## src/rtl/seven_segment_scan.sv

```systemverilog
// Multiplexed N-digit hex seven-segment driver: frame-coherent number latch, leading-zero
// blanking, PWM brightness and output polarity. Define SEVEN_SEGMENT_SCAN_BLINK_EN for per-digit blink.
module seven_segment_scan #(
  parameter int N_DIGITS         = 8,
  parameter int BRIGHT_W         = 3,
  parameter bit SEG_ACTIVE_LOW   = 1'b1,
  parameter bit DIGIT_ACTIVE_LOW = 1'b1
`ifdef SEVEN_SEGMENT_SCAN_BLINK_EN
  , parameter int BLINK_FRAMES   = 64
`endif
) (
  input  logic                    clk,
  input  logic                    reset,
  input  logic                    en,
  input  logic [4*N_DIGITS-1:0]   num,
  input  logic [N_DIGITS-1:0]     dots,
  input  logic                    blank_lz,
  input  logic [BRIGHT_W-1:0]     brightness,
`ifdef SEVEN_SEGMENT_SCAN_BLINK_EN
  input  logic [N_DIGITS-1:0]     blink,
`endif
  output logic [6:0]              abcdefg,
  output logic                    dot,
  output logic [N_DIGITS-1:0]     anodes
);

  localparam int IDX_W = (N_DIGITS > 1) ? $clog2(N_DIGITS) : 1;
  localparam logic [IDX_W-1:0] LAST_IDX = IDX_W'(N_DIGITS - 1);

  logic [IDX_W-1:0]        idx;
  logic [4*N_DIGITS-1:0]   num_l;
  logic [N_DIGITS-1:0]     dots_l;
  logic [N_DIGITS-1:0]     lz_l;
  logic [N_DIGITS-1:0]     lz_next;
  logic [N_DIGITS-1:0]     blink_mask;
  logic [BRIGHT_W-1:0]     pwm;
  logic                    wrap;
  logic                    lit;
  logic [3:0]              cur_nib;
  logic [6:0]              seg_d, seg_q;
  logic                    dot_d, dot_q;
  logic [N_DIGITS-1:0]     an_d, an_q;

  function automatic logic [6:0] decode(input logic [3:0] nib);
    logic [6:0] s;
    s = '0;
    case (nib)
      4'h0: s = 7'b1111110;
      4'h1: s = 7'b0110000;
      4'h2: s = 7'b1101101;
      4'h3: s = 7'b1111001;
      4'h4: s = 7'b0110011;
      4'h5: s = 7'b1011011;
      4'h6: s = 7'b1011111;
      4'h7: s = 7'b1110000;
      4'h8: s = 7'b1111111;
      4'h9: s = 7'b1111011;
      4'hA: s = 7'b1110111;
      4'hB: s = 7'b0011111;
      4'hC: s = 7'b1001110;
      4'hD: s = 7'b0111101;
      4'hE: s = 7'b1001111;
      4'hF: s = 7'b1000111;
      default: s = '0;
    endcase
    return s;
  endfunction

  assign wrap = en && (idx == LAST_IDX);

  // Digit i blanks when every nibble from i upward is zero; scan down from the top.
  always_comb begin
    logic zero_above;
    // NOTE: blocking assignments in combinational logic so zero_above accumulates in loop order.
    zero_above = 1'b1;
    lz_next    = '0;
    for (int i = N_DIGITS - 1; i >= 1; i--) begin
      zero_above = zero_above && (num[4*i +: 4] == 4'h0);
      lz_next[i] = blank_lz && zero_above;
    end
  end

  // NOTE: non-blocking assignments for all clocked state so every register samples pre-edge values.
  always_ff @(posedge clk or negedge reset) begin
    if (!reset) begin
      idx <= '0;
    end else if (en) begin
      idx <= (idx == LAST_IDX) ? '0 : idx + IDX_W'(1);
    end
  end

  // NOTE: every register here is reset; there is no memory array, so nothing is left uninitialised.
  always_ff @(posedge clk or negedge reset) begin
    if (!reset) begin
      num_l  <= '0;
      dots_l <= '0;
      lz_l   <= '0;
    end else if (wrap) begin
      num_l  <= num;
      dots_l <= dots;
      lz_l   <= lz_next;
    end
  end

  always_ff @(posedge clk or negedge reset) begin
    if (!reset) pwm <= '0;
    else        pwm <= pwm + BRIGHT_W'(1);
  end

`ifdef SEVEN_SEGMENT_SCAN_BLINK_EN
  localparam int FC_W = (BLINK_FRAMES > 1) ? $clog2(BLINK_FRAMES) : 1;

  logic [FC_W-1:0]     frame_cnt;
  logic                blink_phase;
  logic [N_DIGITS-1:0] blink_l;

  always_ff @(posedge clk or negedge reset) begin
    if (!reset) begin
      frame_cnt   <= '0;
      blink_phase <= 1'b0;
      blink_l     <= '0;
    end else if (wrap) begin
      blink_l <= blink;
      if (frame_cnt == FC_W'(BLINK_FRAMES - 1)) begin
        frame_cnt   <= '0;
        blink_phase <= ~blink_phase;
      end else begin
        frame_cnt <= frame_cnt + FC_W'(1);
      end
    end
  end

  assign blink_mask = blink_phase ? blink_l : '0;
`else
  assign blink_mask = '0;
`endif

  // All-ones brightness is continuously on rather than lit for 2^W-1 of 2^W clocks.
  assign lit     = (brightness == '1) || (pwm < brightness);
  assign cur_nib = num_l[{idx, 2'b00} +: 4];

  always_comb begin
    seg_d = '0;
    dot_d = 1'b0;
    an_d  = '0;
    if (lit) begin
      an_d[idx] = 1'b1;
      if (!blink_mask[idx]) begin
        dot_d = dots_l[idx];
        if (!lz_l[idx]) seg_d = decode(cur_nib);
      end
    end
  end

  always_ff @(posedge clk or negedge reset) begin
    if (!reset) begin
      seg_q <= '0;
      dot_q <= 1'b0;
      an_q  <= '0;
    end else begin
      seg_q <= seg_d;
      dot_q <= dot_d;
      an_q  <= an_d;
    end
  end

  // Registers hold active-high values; polarity is applied only at the pins.
  assign abcdefg = seg_q ^ {7{SEG_ACTIVE_LOW}};
  assign dot     = dot_q ^ SEG_ACTIVE_LOW;
  assign anodes  = an_q ^ {N_DIGITS{DIGIT_ACTIVE_LOW}};

endmodule

```

## config.mk

```make
export PLATFORM = sky130hd
export DESIGN_NAME = seven_segment_scan
export DESIGN_NICKNAME = d
export VERILOG_FILES = /design/src/rtl/seven_segment_scan.sv
export SDC_FILE = /design/constraint.sdc
export NUM_CORES = 1
export LEC_CHECK = 0
export CELL_PAD_IN_SITES_DETAIL_PLACEMENT = 1
export CELL_PAD_IN_SITES_GLOBAL_PLACEMENT = 1
export CORE_ASPECT_RATIO = 1.2
export CORE_MARGIN = 4
export CORE_UTILIZATION = 42
export DETAILED_ROUTE_END_ITERATION = 8
export GPL_TIMING_DRIVEN = 0
export HOLD_SLACK_MARGIN = 0.12
export MAX_ROUTING_LAYER = met4
export PLACE_DENSITY = 0.83
export SLEW_MARGIN = 20
export SYNTH_ARGS = -nofsm -noshare
export SYNTH_HDL_FRONTEND = slang
export SYNTH_SLANG_ARGS = --single-unit
```

## constraint.sdc

```tcl
create_clock -name clk -period 3.1 [get_ports clk]
set_input_delay 0.31 -clock clk [delete_from_list [all_inputs] [get_ports clk]]
set_output_delay 0.31 -clock clk [all_outputs]
set_load 0.005 [all_outputs]
```

# Word level (Yosys, flattened, before mapping)
# Memories as Yosys holds them, arrays and structs flattened.
# Cells that the tools add are included.
# word_totals
ff_bits	69
latch_bits	0
ram_bits	0
mem_bits_ro	120
input_bits	47
out_inout_bits	16
wordCells	58
mem_count	2
# classes
n_addsub	2
n_mul	0
n_div	0
n_lt_le_gt_ge	3
n_eq_ne	2
shifts	1
n_mux	14
bitwise	3
n_reduce_logical	23
# mem_list
memory	words	word_bits	read_ports	rd_ports_with_merged_regs	write_ports	line	text
(no name shown)	16	7	1	0	0	47	case (nib)
(no name shown)	8	1	1	0	0	148	if (!blink_mask[idx]) begin
# ops
op	n
$shiftx 32x6->4	1
$logic_not 4->1	7
$mux 7	3
$logic_and 1x1->1	15
$mux 8	1
$not 8->8	1
$not 7->7	1
$add 3x1->3 const B	2
$bmux 1 s3	2
$eq 3x3->1 const B	2
$mux 1	6
$lt 3x4->1 const B	1
$demux 1 s3	1
$ge 3x1->1 const B	1
$lt 3x3->1	1
$mux 3	1
$logic_or 1x1->1	1
$not 1->1	1

# Logic depth before layout (Yosys ltp)
# Gate-level depths: netlist of the first run.
# logic_depth
ltp_word	8
mapped_depth	12
mapped_depth_nobuf	9

# Worst setup path after synthesis of the first run
# No wires, ideal clock.
# synth_path
kind	flip-flop to flip-flop
start	reg idx[1]
end	reg seg_q[6]
t_arrival_ps	2054
slack_ps	924
path_stages_with_launch	12
n_path_buf	3
cell_sequence	dfrtp_1 buf_6 buf_8 buf_6 nand3_1 a21oi_1 a211oi_4 inv_1 ha_1 nand2_1 mux2i_1 a2111oi_1
# synth_via
elab_chain_cells	5
# synth_rtl
element	line	text
from (decl)	30	logic [IDX_W-1:0] idx;
from (signal assigned)	88	idx <= (idx == LAST_IDX) ? '0 : idx + IDX_W'(1);
$shiftx 32x6->4 / $bmux 1 s3 (equally long branches)	140, 150	
$mem_v2 16x7 / $mux 1 (equally long branches)	--	
$mux 7	150	if (!lz_l[idx]) seg_d = decode(cur_nib);
$mux 7 (*)	148	
$mux 7 (*)	146	if (lit) begin
named net seg_d[6]	40	logic [6:0] seg_d, seg_q;
to (signal assigned)	161	seg_q <= seg_d;
to (decl)	40	
# The timed path passes the listed nets; every way through them passes the cells marked *. The select of a mux whose other input is x is not followed.
# A chain may end at the register's enable or synchronous reset.

# Final worst setup path of the first run
# Same ends and word-level chain as after synthesis.

==> flow_summary.toml, run 1 <==
[grt]
grt_max_degree = 40
grt_pass1_wl_um = 13000
gr-total-overflow = 0
grt_pass1_vias = 2584
antenna_found_initial = 0
grt_usage = 0.177

[floorplan]
die-area_mm2 = 0.00960
core_area_mm2 = 0.00779
io_pins = 63
fp.dieW_um = 90.1
die_h_um = 107
rows = 35
start_util = 0.436

[power_and_ir_drop]
ir_worst_vdd_v = 0.000417
finalPower_mw = 4.27
p_per_area_mw_per_mm2 = 973
p_leak_nw = 2.02

[setup_path]
worstPathArrival_ns = 2.72
reg2reg_to = "seg_q[6]"
rrSetupSlack_ns = 0.60
r2r-start = "idx[1]"
crit_family = "compound AO/OA/AOI/OAI gates"
cp_slowest_stage_delay_ns = 0.43
worst-setup-path-type = "reg -> reg"
cp_common_cell = "buf_6"
required_ns = 3.32
cp_max_fo = 10
worst_r2r_path_depth = 11
crit_buf_inv = 4
path_cells = "buf_6 > buf_8 > buf_6 > nor2_2 > o2bb2ai_1 > a211oi_4 > inv_1 > ha_1 > nand2_1 > mux2i_1 > a2111oi_1"
end_kind = "flip-flop"
crit_slowest_cell = "a211oi_4"
cp-start-kind = "flip-flop"

[clock_network]
clockBufferDepth = 2
ctsResizeCount = 0
cts_num_sinks = 69
cts_tree = "built"
post_cts.repair.setup_buffers = 0
cts-root-buf = "clkbuf_8"
cts_max_level = 3
clk_pin_slew_ns = 0.08
clk_latency_ns = 0.34
cts_buffers = 9

[routing]
wirelength_um = 7650
vias = 2360
drtIter0Drc = 47
via_per_inst = 5.32
ant_nets = 0
wl_per_cell_um = 17.2
drc = 0
drt_pre_antenna_iters = 4

[logic_synthesis]
syn_area_mm2 = 0.00340
syn_area_per_cell_um2 = 12.5
synth_warnings = 0
async_flop_share = 1.00
synth-edff-count = 0
synth-main-ff-cell = "dfrtp_1"
yosys.cell_types.count = 50
synthCells = 272
yosysSeqAreaShare = 0.508
ys_ff_latch = 69
synth_fp_nets = 330

[placement]
io_buffers = 62
place_inst = 427
dpl.hpwl_um = 5860
place_congestion = 0.797

[cells_and_area]
syn_to_final_growth_pct = 29.1
fin_nets = 405
diodes = 0
layout-drive-gt1-share = 0.241
finalNonFillerCells = 444

[sta]
period_needed_ns = 2.50
final_max_slew_viol_count = 0
hold_viol = 0
slew_headroom = 0.578
worst_slew_pin_slew_ns = 0.633
fin_skew_ns = 0.00881
finalSetupViolations = 0
post-route-period-util = 0.807
fmax_ghz = 0.400
rsz0062_at_grt = "no"

[min_path]
hold_path.class = "in -> async"

[job]
max-cap-violations = 0

[run_status]
outcome = "completed"
[per-stage QoR]
step	utilization	hold WS (ns)	cell area (µm²)	setup TNS [ns]	setup slack, ns
finish	0.563	0.432	4390	0	0.598
global route	0.563	0.479	4390	0	0.349
CTS	0.563	0.431	4390	0	0.556
detailed placement	0.532	0.273	4150	0	0.575
global placement	0.530	0.443	4130	-37.27	-0.545
floorplan	-	0.0144	3400	0	0.924
[flip-flops by register name, indices dropped and copies added, names as in the netlist]
| signal | count |
|---|---|
| an_q | 8 |
| num_l | 32 |
| lz_l | 7 |
| idx | 3 |
| dots_l | 8 |
| seg_q | 7 |
| dot_q | 1 |
| pwm | 3 |
[layer usage]
layer / wire (µm) / track usage / share of wire / vias up
met4: 197 / 0.0821 / 0.026 / 0
met3: 269 / 0.0276 / 0.035 / 18
met5: 0 / - / 0 / -
met2: 4010 / 0.307 / 0.52 / 51
li1: - / - / - / 1116
met1: 3170 / 0.203 / 0.41 / 1175
[logic make-up (layout without fill, tap and decap cells)]
family,Yosys count,after routing,share of synthesized area
AO/OA/AOI/OAI,35,35,0.0873
flip-flops,69,69,0.508
buffers and inverters,40,120,0.0593
AND/OR/NAND/NOR,52,52,0.0851
multiplexers,64,64,0.217
XOR/XNOR,1,1,0.00258
adder cells (fa/ha/maj),11,11,0.0405
[worst register-to-register path: cells and delay by family, from the launching register on]
family / cells / cell delay, ns
AO/OA/AOI/OAI: 3 / 0.91
adder cells (fa/ha/maj): 1 / 0.27
buffers and inverters: 4 / 0.58
flip-flops: 1 / 0.36
multiplexers: 1 / 0.09
AND/OR/NAND/NOR: 2 / 0.16
[power by group]
group	internal [mW]	switching, mW	total, mW
Clock	0.476	0.344	0.820
Sequential	1.27	0.186	1.46
Combinational	1.04	0.942	1.99
[area by class of cell]
class | instances | area (µm²)
multi-input cells | 163 | 1470
flip-flops and latches | 69 | 1730
inverters | 25 | 93.8
repair buffers | 64 | 648
clock inverters | 5 | 83.8
plain buffers | 15 | 108
clock buffers | 11 | 141
fillers | 820 | 3410
well taps | 92 | 115
[synth_stat cells (3+ instances only)]
library cell / number / area share
a211oi_1: 5 / 0.011
a21o_1: 4 / 0.0088
a21oi_1: 5 / 0.0074
a22o_1: 4 / 0.010
buf_1: 3 / 0.0033
buf_2: 5 / 0.0074
buf_6: 4 / 0.013
dfrtp_1: 69 / 0.51
ha_1: 11 / 0.041
inv_1: 24 / 0.027
mux2_2: 43 / 0.14
mux2i_1: 17 / 0.050
mux4_2: 3 / 0.020
nand2_1: 9 / 0.0099
nand2b_1: 3 / 0.0055
nor2_1: 13 / 0.014
nor3_1: 6 / 0.0088
nor4_1: 5 / 0.0092
[worst max-delay path by stage]
stage	startpoint	endpoint	slack (ns)	depth (start not counted)
after CTS	idx[1]	seg_q[6]	0.56	10
after global placement	reset	seg_q[2]	-0.54	1
after global routing	idx[1]	seg_q[6]	0.35	10
after detailed placement	idx[1]	seg_q[6]	0.58	10
after floorplan	idx[1]	seg_q[6]	0.92	11
final	idx[1]	seg_q[6]	0.60	11
[cells in the final DEF, fill, tap and decap left out, types with 2 or more instances in the layout]
| cell | netlist | routed |
|---|---|---|
| dfrtp_1 | 69 | 69 |
| clkdlybuf4s50_1 | 0 | 61 |
| mux2_2 | 43 | 43 |
| inv_1 | 24 | 24 |
| mux2i_1 | 17 | 17 |
| nor2_1 | 13 | 13 |
| ha_1 | 11 | 11 |
| clkbuf_8 | 0 | 10 |
| nand2_1 | 9 | 9 |
| nor3_1 | 6 | 6 |
| buf_2 | 5 | 5 |
| a21oi_1 | 5 | 5 |
| nor4_1 | 5 | 5 |
| a211oi_1 | 5 | 5 |
| buf_6 | 4 | 4 |
| a21o_1 | 4 | 4 |
| a22o_1 | 4 | 4 |
| nand2b_1 | 3 | 3 |
| mux4_2 | 3 | 3 |
| buf_1 | 3 | 3 |
| buf_4 | 1 | 2 |
| and3_1 | 2 | 2 |
| o21ai_0 | 2 | 2 |
| nand3_1 | 2 | 2 |
| a2bb2oi_1 | 2 | 2 |
| and3b_1 | 2 | 2 |
| a221oi_2 | 2 | 2 |
| clkbuf_1 | 1 | 2 |
| or4_1 | 2 | 2 |
| bufinv_16 | 0 | 2 |
| clkinvlp_4 | 0 | 2 |
[timing repair]
action / CTS / global route
hold buffers: 1 / 0
setup endpoints to repair: 0 / 0
endpoints found under the hold margin: 30 / 0
Note: power is estimated with default switching activity, not from simulation.
==> run 2: changes to the inputs <==
Clock period 3.1 ns to 2.5 ns, I/O delays scaled along.
==> run 2 against run 1 <==
Net effect:
- fmax is 7.7% higher
- total power is 27% higher
- largest power group unchanged
- sequential power is 24% higher
- register-to-register slack worse by 0.42 ns
==> flow_summary.toml, run 2 (same netlist as run 1, synthesis figures left out) <==
[grt]
grt_max_degree = 40
met3_usage = 0.0276
grt_pass1_vias = 2589
busiest_layer = "met2"
met1_usage = 0.202
gr-total-overflow = 0
grt_pass1_wl_um = 12900
antenna_found_initial = 0
grt_usage = 0.177
grt_use_met2 = 0.308

[sta]
fin_skew_ns = 0.00780
period_needed_ns = 2.32
final_max_slew_viol_count = 0
worst_slew_pin_slew_ns = 0.635
post-route-period-util = 0.929
tns_ns = 0
fmax_ghz = 0.431
hold_viol = 0
finalSetupViolations = 0
slew_headroom = 0.577

[setup_path]
required_ns = 2.74
rrSetupSlack_ns = 0.18
crit_buf_inv = 4
worst-setup-path-type = "reg -> reg"
end_kind = "flip-flop"
path_cells = "buf_6 > buf_8 > buf_6 > a21oi_1 > a211oi_2 > a211oi_4 > inv_1 > ha_1 > nand2_1 > mux2i_1 > a2111oi_2"
cp_common_cell = "buf_6"
cp-start-kind = "flip-flop"
cp_slowest_stage_delay_ns = 0.39
crit_slowest_cell = "dfrtp_1"
worstPathArrival_ns = 2.56
cp_max_fo = 10
crit_family = "compound AO/OA/AOI/OAI gates"

[floorplan]
fp.dieW_um = 90.1
die-area_mm2 = 0.00960
start_util = 0.436
core_area_mm2 = 0.00779
rows = 35
io_pins = 63
die_h_um = 107

[cells_and_area]
diodes = 0
syn_to_final_growth_pct = 30.5
final_cell_mix = "dfrtp_1, clkdlybuf4s50_1, mux2_2, inv_1, mux2i_1"
fin_nets = 408
fin_area_mm2 = 0.00443
layout-drive-gt1-share = 0.262
finalNonFillerCells = 447
largest_reg_flops = 32
regMostFlops = "num_l"
reg.largest.list = "num_l: 32 flops, an_q: 8 flops, dots_l: 8 flops"
final_common_cell = "dfrtp_1"
fill_cells = 813

[routing]
drt_pre_antenna_iters = 4
wirelength_um = 7800
wl_per_cell_um = 17.5
drtIter0Drc = 50
drc = 0
via_per_inst = 5.33
vias = 2381
ant_nets = 0

[power_and_ir_drop]
comb_power_share = 0.478
p_clk_frac = 0.188
intPower_mw = 3.55
p_per_area_mw_per_mm2 = 1230
p_leak_nw = 2.03
p_seq_frac = 0.333
switching_share = 0.346
p_sw_mw = 1.88
ir_worst_vdd_v = 0.000514

[clock_network]
clk_latency_ns = 0.35
clockBufferDepth = 2
cts_max_level = 3
cts-root-buf = "clkbuf_8"
clk_pin_slew_ns = 0.08
cts_tree = "built"
cts_num_sinks = 69
cts_buffers = 9

[placement]
dpl.hpwl_um = 5860
place_congestion = 0.797
io_buffers = 62
placed_cell_area_mm2 = 0.00415
place_inst = 427

[min_path]
hold_path.class = "in -> async"

[job]
max-cap-violations = 0

[run_status]
outcome = "completed"
-- run 2: power by group through the flow --
stage	registers, mW	clock network, mW	logic (mW)
floorplan	1.73	0	1.81
global placement	1.80	0	2.41
detailed placement	1.83	0	2.49
CTS	1.82	1.04	2.53
global route	1.87	1.10	2.87
finish	1.81	1.02	2.60
-- run 2: routing by layer --
metal	wire, µm	vias to the layer above	part of all wire
met5	0	-	0
met4	155	0	0.020
met3	302	14	0.039
met2	4140	52	0.53
met1	3210	1187	0.41
li1	-	1128	-
-- run 2: timing repair --
item / in CTS / in global routing
endpoints found under the setup margin: 1 / 4
pin swaps: 1 / 1
resized for setup: 0 / 6
endpoints found under the hold margin: 30 / 0
hold buffers: 1 / 0
setup buffers: 1 / 2
-- run 2: path summary, 6_finish.rpt --
kind / start / endpoint / cells after the start
min in group clk: pwm[0] / pwm[0] / 1
setup reg to reg: idx[1] / seg_q[6] / 11
hold reg to reg: pwm[0] / pwm[0] / 1
hold / removal: reset / num_l[31] / 2
setup / recovery: idx[1] / seg_q[6] / 11
max in group asynchronous: reset / idx[0] / 3
-- run 2: per-stage QoR --
| stage | setup slack [ns] | hold WS, ns | utilization | power (mW) |
|---|---|---|---|---|
| 3_3_place_gp | -1.08 | 0.443 | 0.530 | 4.21 |
| 4_1_cts | 0.0000280 | 0.371 | 0.564 | 5.39 |
| 3_5_place_dp | -0.0249 | 0.213 | 0.532 | 4.32 |
| 2_1_floorplan | 0.324 | -0.0456 | - | 3.54 |
| 5_1_grt | -0.00284 | 0.412 | 0.569 | 5.84 |
| 6_report | 0.178 | 0.368 | 0.569 | 5.43 |
-- run 2: final cells by class --
| cell class | instances | area [µm²] | area share |
|---|---|---|---|
| Inverter | 25 | 93.8 | 0.0212 |
| Tap cell | 92 | 115 | 0.0260 |
| Timing Repair Buffer | 67 | 671 | 0.151 |
| Buffer | 15 | 110 | 0.0248 |
| Clock buffer | 11 | 141 | 0.0319 |
| Multi-Input combinational cell | 163 | 1490 | 0.336 |
| Clock inverter | 5 | 83.8 | 0.0189 |
| Sequential cell | 69 | 1730 | 0.390 |
==> run 3: changes to the inputs <==
Settings changed: SKIP_CTS_REPAIR_TIMING set to 1.
==> run 3 against run 2 <==
Net effect:
- utilization hardly changed
- global-route usage hardly changed
- first-iteration DRC count is 2.0% lower
- clock power hardly changed
- total power is 0.29% higher
- non-clock buffer count is 1 higher
- via count is 0.21% higher
- wire length is 0.63% higher
- cell area hardly changed
- critical endpoint unchanged
- largest cell class unchanged
==> flow_summary.toml, run 3 (same netlist as run 1, synthesis figures left out) <==
[sta]
hold_viol = 0
tns_ns = 0
period_needed_ns = 2.41
finalSetupViolations = 0
slew_headroom = 0.586
worst_slew_pin_slew_ns = 0.621
fmax_ghz = 0.416
whs_ns = 0.367
post-route-period-util = 0.962
final_max_slew_viol_count = 0
fin_skew_ns = 0.00648

[routing]
drt_pre_antenna_iters = 4
drt-met1-wl_um = 3270
via_per_inst = 5.33
drtIter0Drc = 49
dr_wl_met3_um = 276
vias = 2386
met2_length_um = 4180
drc = 0
ant_nets = 0
highest_layer = "met4"
wirelength_um = 7850
wl_per_cell_um = 17.5

[setup_path]
end_kind = "flip-flop"
rrSetupSlack_ns = 0.09
cp_max_fo = 10
required_ns = 2.73
worstPathArrival_ns = 2.63
worst-setup-path-type = "reg -> reg"
cp-start-kind = "flip-flop"

[floorplan]
rows = 35
start_util = 0.436
io_pins = 63
core_area_mm2 = 0.00779
fp.dieW_um = 90.1
die_h_um = 107
die-area_mm2 = 0.00960

[job]
max-cap-violations = 0

[cells_and_area]
fin_nets = 409
finalNonFillerCells = 448
reg.largest.list = "num_l: 32 flops, an_q: 8 flops, dots_l: 8 flops"
final_common_cell = "dfrtp_1"
layout-drive-gt1-share = 0.261
final_cell_mix = "dfrtp_1, clkdlybuf4s50_1, mux2_2, inv_1, mux2i_1"
regMostFlops = "num_l"
largest_reg_flops = 32
fill_cells = 814
syn_to_final_growth_pct = 30.6
utilization = 0.569
diodes = 0

[clock_network]
cts_buffers = 9
clockBufferDepth = 2
cts-root-buf = "clkbuf_8"
clk_pin_slew_ns = 0.08
cts_num_sinks = 69
cts_tree = "built"
cts_max_level = 3
clk_latency_ns = 0.35

[min_path]
hold_path.class = "in -> async"

[run_status]
outcome = "completed"

[power_and_ir_drop]
p_per_area_mw_per_mm2 = 1230
p_leak_nw = 2.04
p_seq_frac = 0.333
ir_worst_vdd_v = 0.000508
p_clk_frac = 0.188
switching_share = 0.347
comb_power_share = 0.480
p_sw_mw = 1.89
intPower_mw = 3.56

[placement]
place_inst = 427
place_congestion = 0.797
dpl.hpwl_um = 5860
io_buffers = 62

[grt]
grt_usage = 0.177
grt_pass1_vias = 2578
grt_max_degree = 40
gr-total-overflow = 0
antenna_found_initial = 0
grt_pass1_wl_um = 12900
==> run 3: cell types whose count changed in the layout (fill, tap and decap cells not counted) <==
cell and delta:
a2111oi_1 +1, a2111oi_2 -1, buf_4 +1
==> run 3: path summary, 6_finish.rpt <==
check	from	to	cells past startpoint
setup / recovery	idx[1]	seg_q[6]	11
max in group asynchronous	reset	num_l[4]	3
hold reg to reg	pwm[0]	pwm[0]	1
hold / removal	reset	num_l[31]	2
min in group clk	pwm[0]	pwm[0]	1
setup reg to reg	idx[1]	seg_q[6]	11
==> run 3: area by class of cell <==
type,instances,area [µm²],area share
Buffer,15,110,0.0248
Clock buffer,11,141,0.0319
Clock inverter,5,83.8,0.0189
Inverter,25,93.8,0.0212
Multi-Input combinational cell,163,1490,0.335
Sequential cell,69,1730,0.389
Tap cell,92,115,0.0260
Timing Repair Buffer,68,678,0.153
==> run 3: layer usage <==
| layer | track usage | vias up |
|---|---|---|
| met5 | - | - |
| met4 | 0.0821 | 0 |
| met3 | 0.0276 | 12 |
| met2 | 0.307 | 47 |
| met1 | 0.203 | 1201 |
| li1 | - | 1126 |
==> run 3: worst max-delay path, stage by stage (launching register included) <==
cell       delay, ns
dfrtp_1         0.39
buf_6           0.15
buf_8           0.15
buf_6           0.15
a21oi_1         0.19
a211oi_2        0.09
a211oi_4        0.25
inv_1           0.11
ha_1            0.26
nand2_1         0.13
mux2i_1         0.09
a2111oi_1       0.32
==> run 3: per-stage QoR <==
stage | setup slack [ns] | cell area, µm² | power, mW
finish | 0.0949 | 4440 | 5.45
global route | -0.0682 | 4440 | 5.85
CTS | -0.0444 | 4380 | 5.37
detailed placement | -0.0249 | 4150 | 4.32
global placement | -1.08 | 4130 | 4.21
floorplan | 0.324 | 3400 | 3.54
==> run 3: power by group through the flow <==
stage	combinational, mW	clock, mW	sequential (mW)
floorplan	1.81	0	1.73
global route	2.88	1.10	1.87
CTS	2.51	1.04	1.82
detailed placement	2.49	0	1.83
global placement	2.41	0	1.80
finish	2.61	1.02	1.81
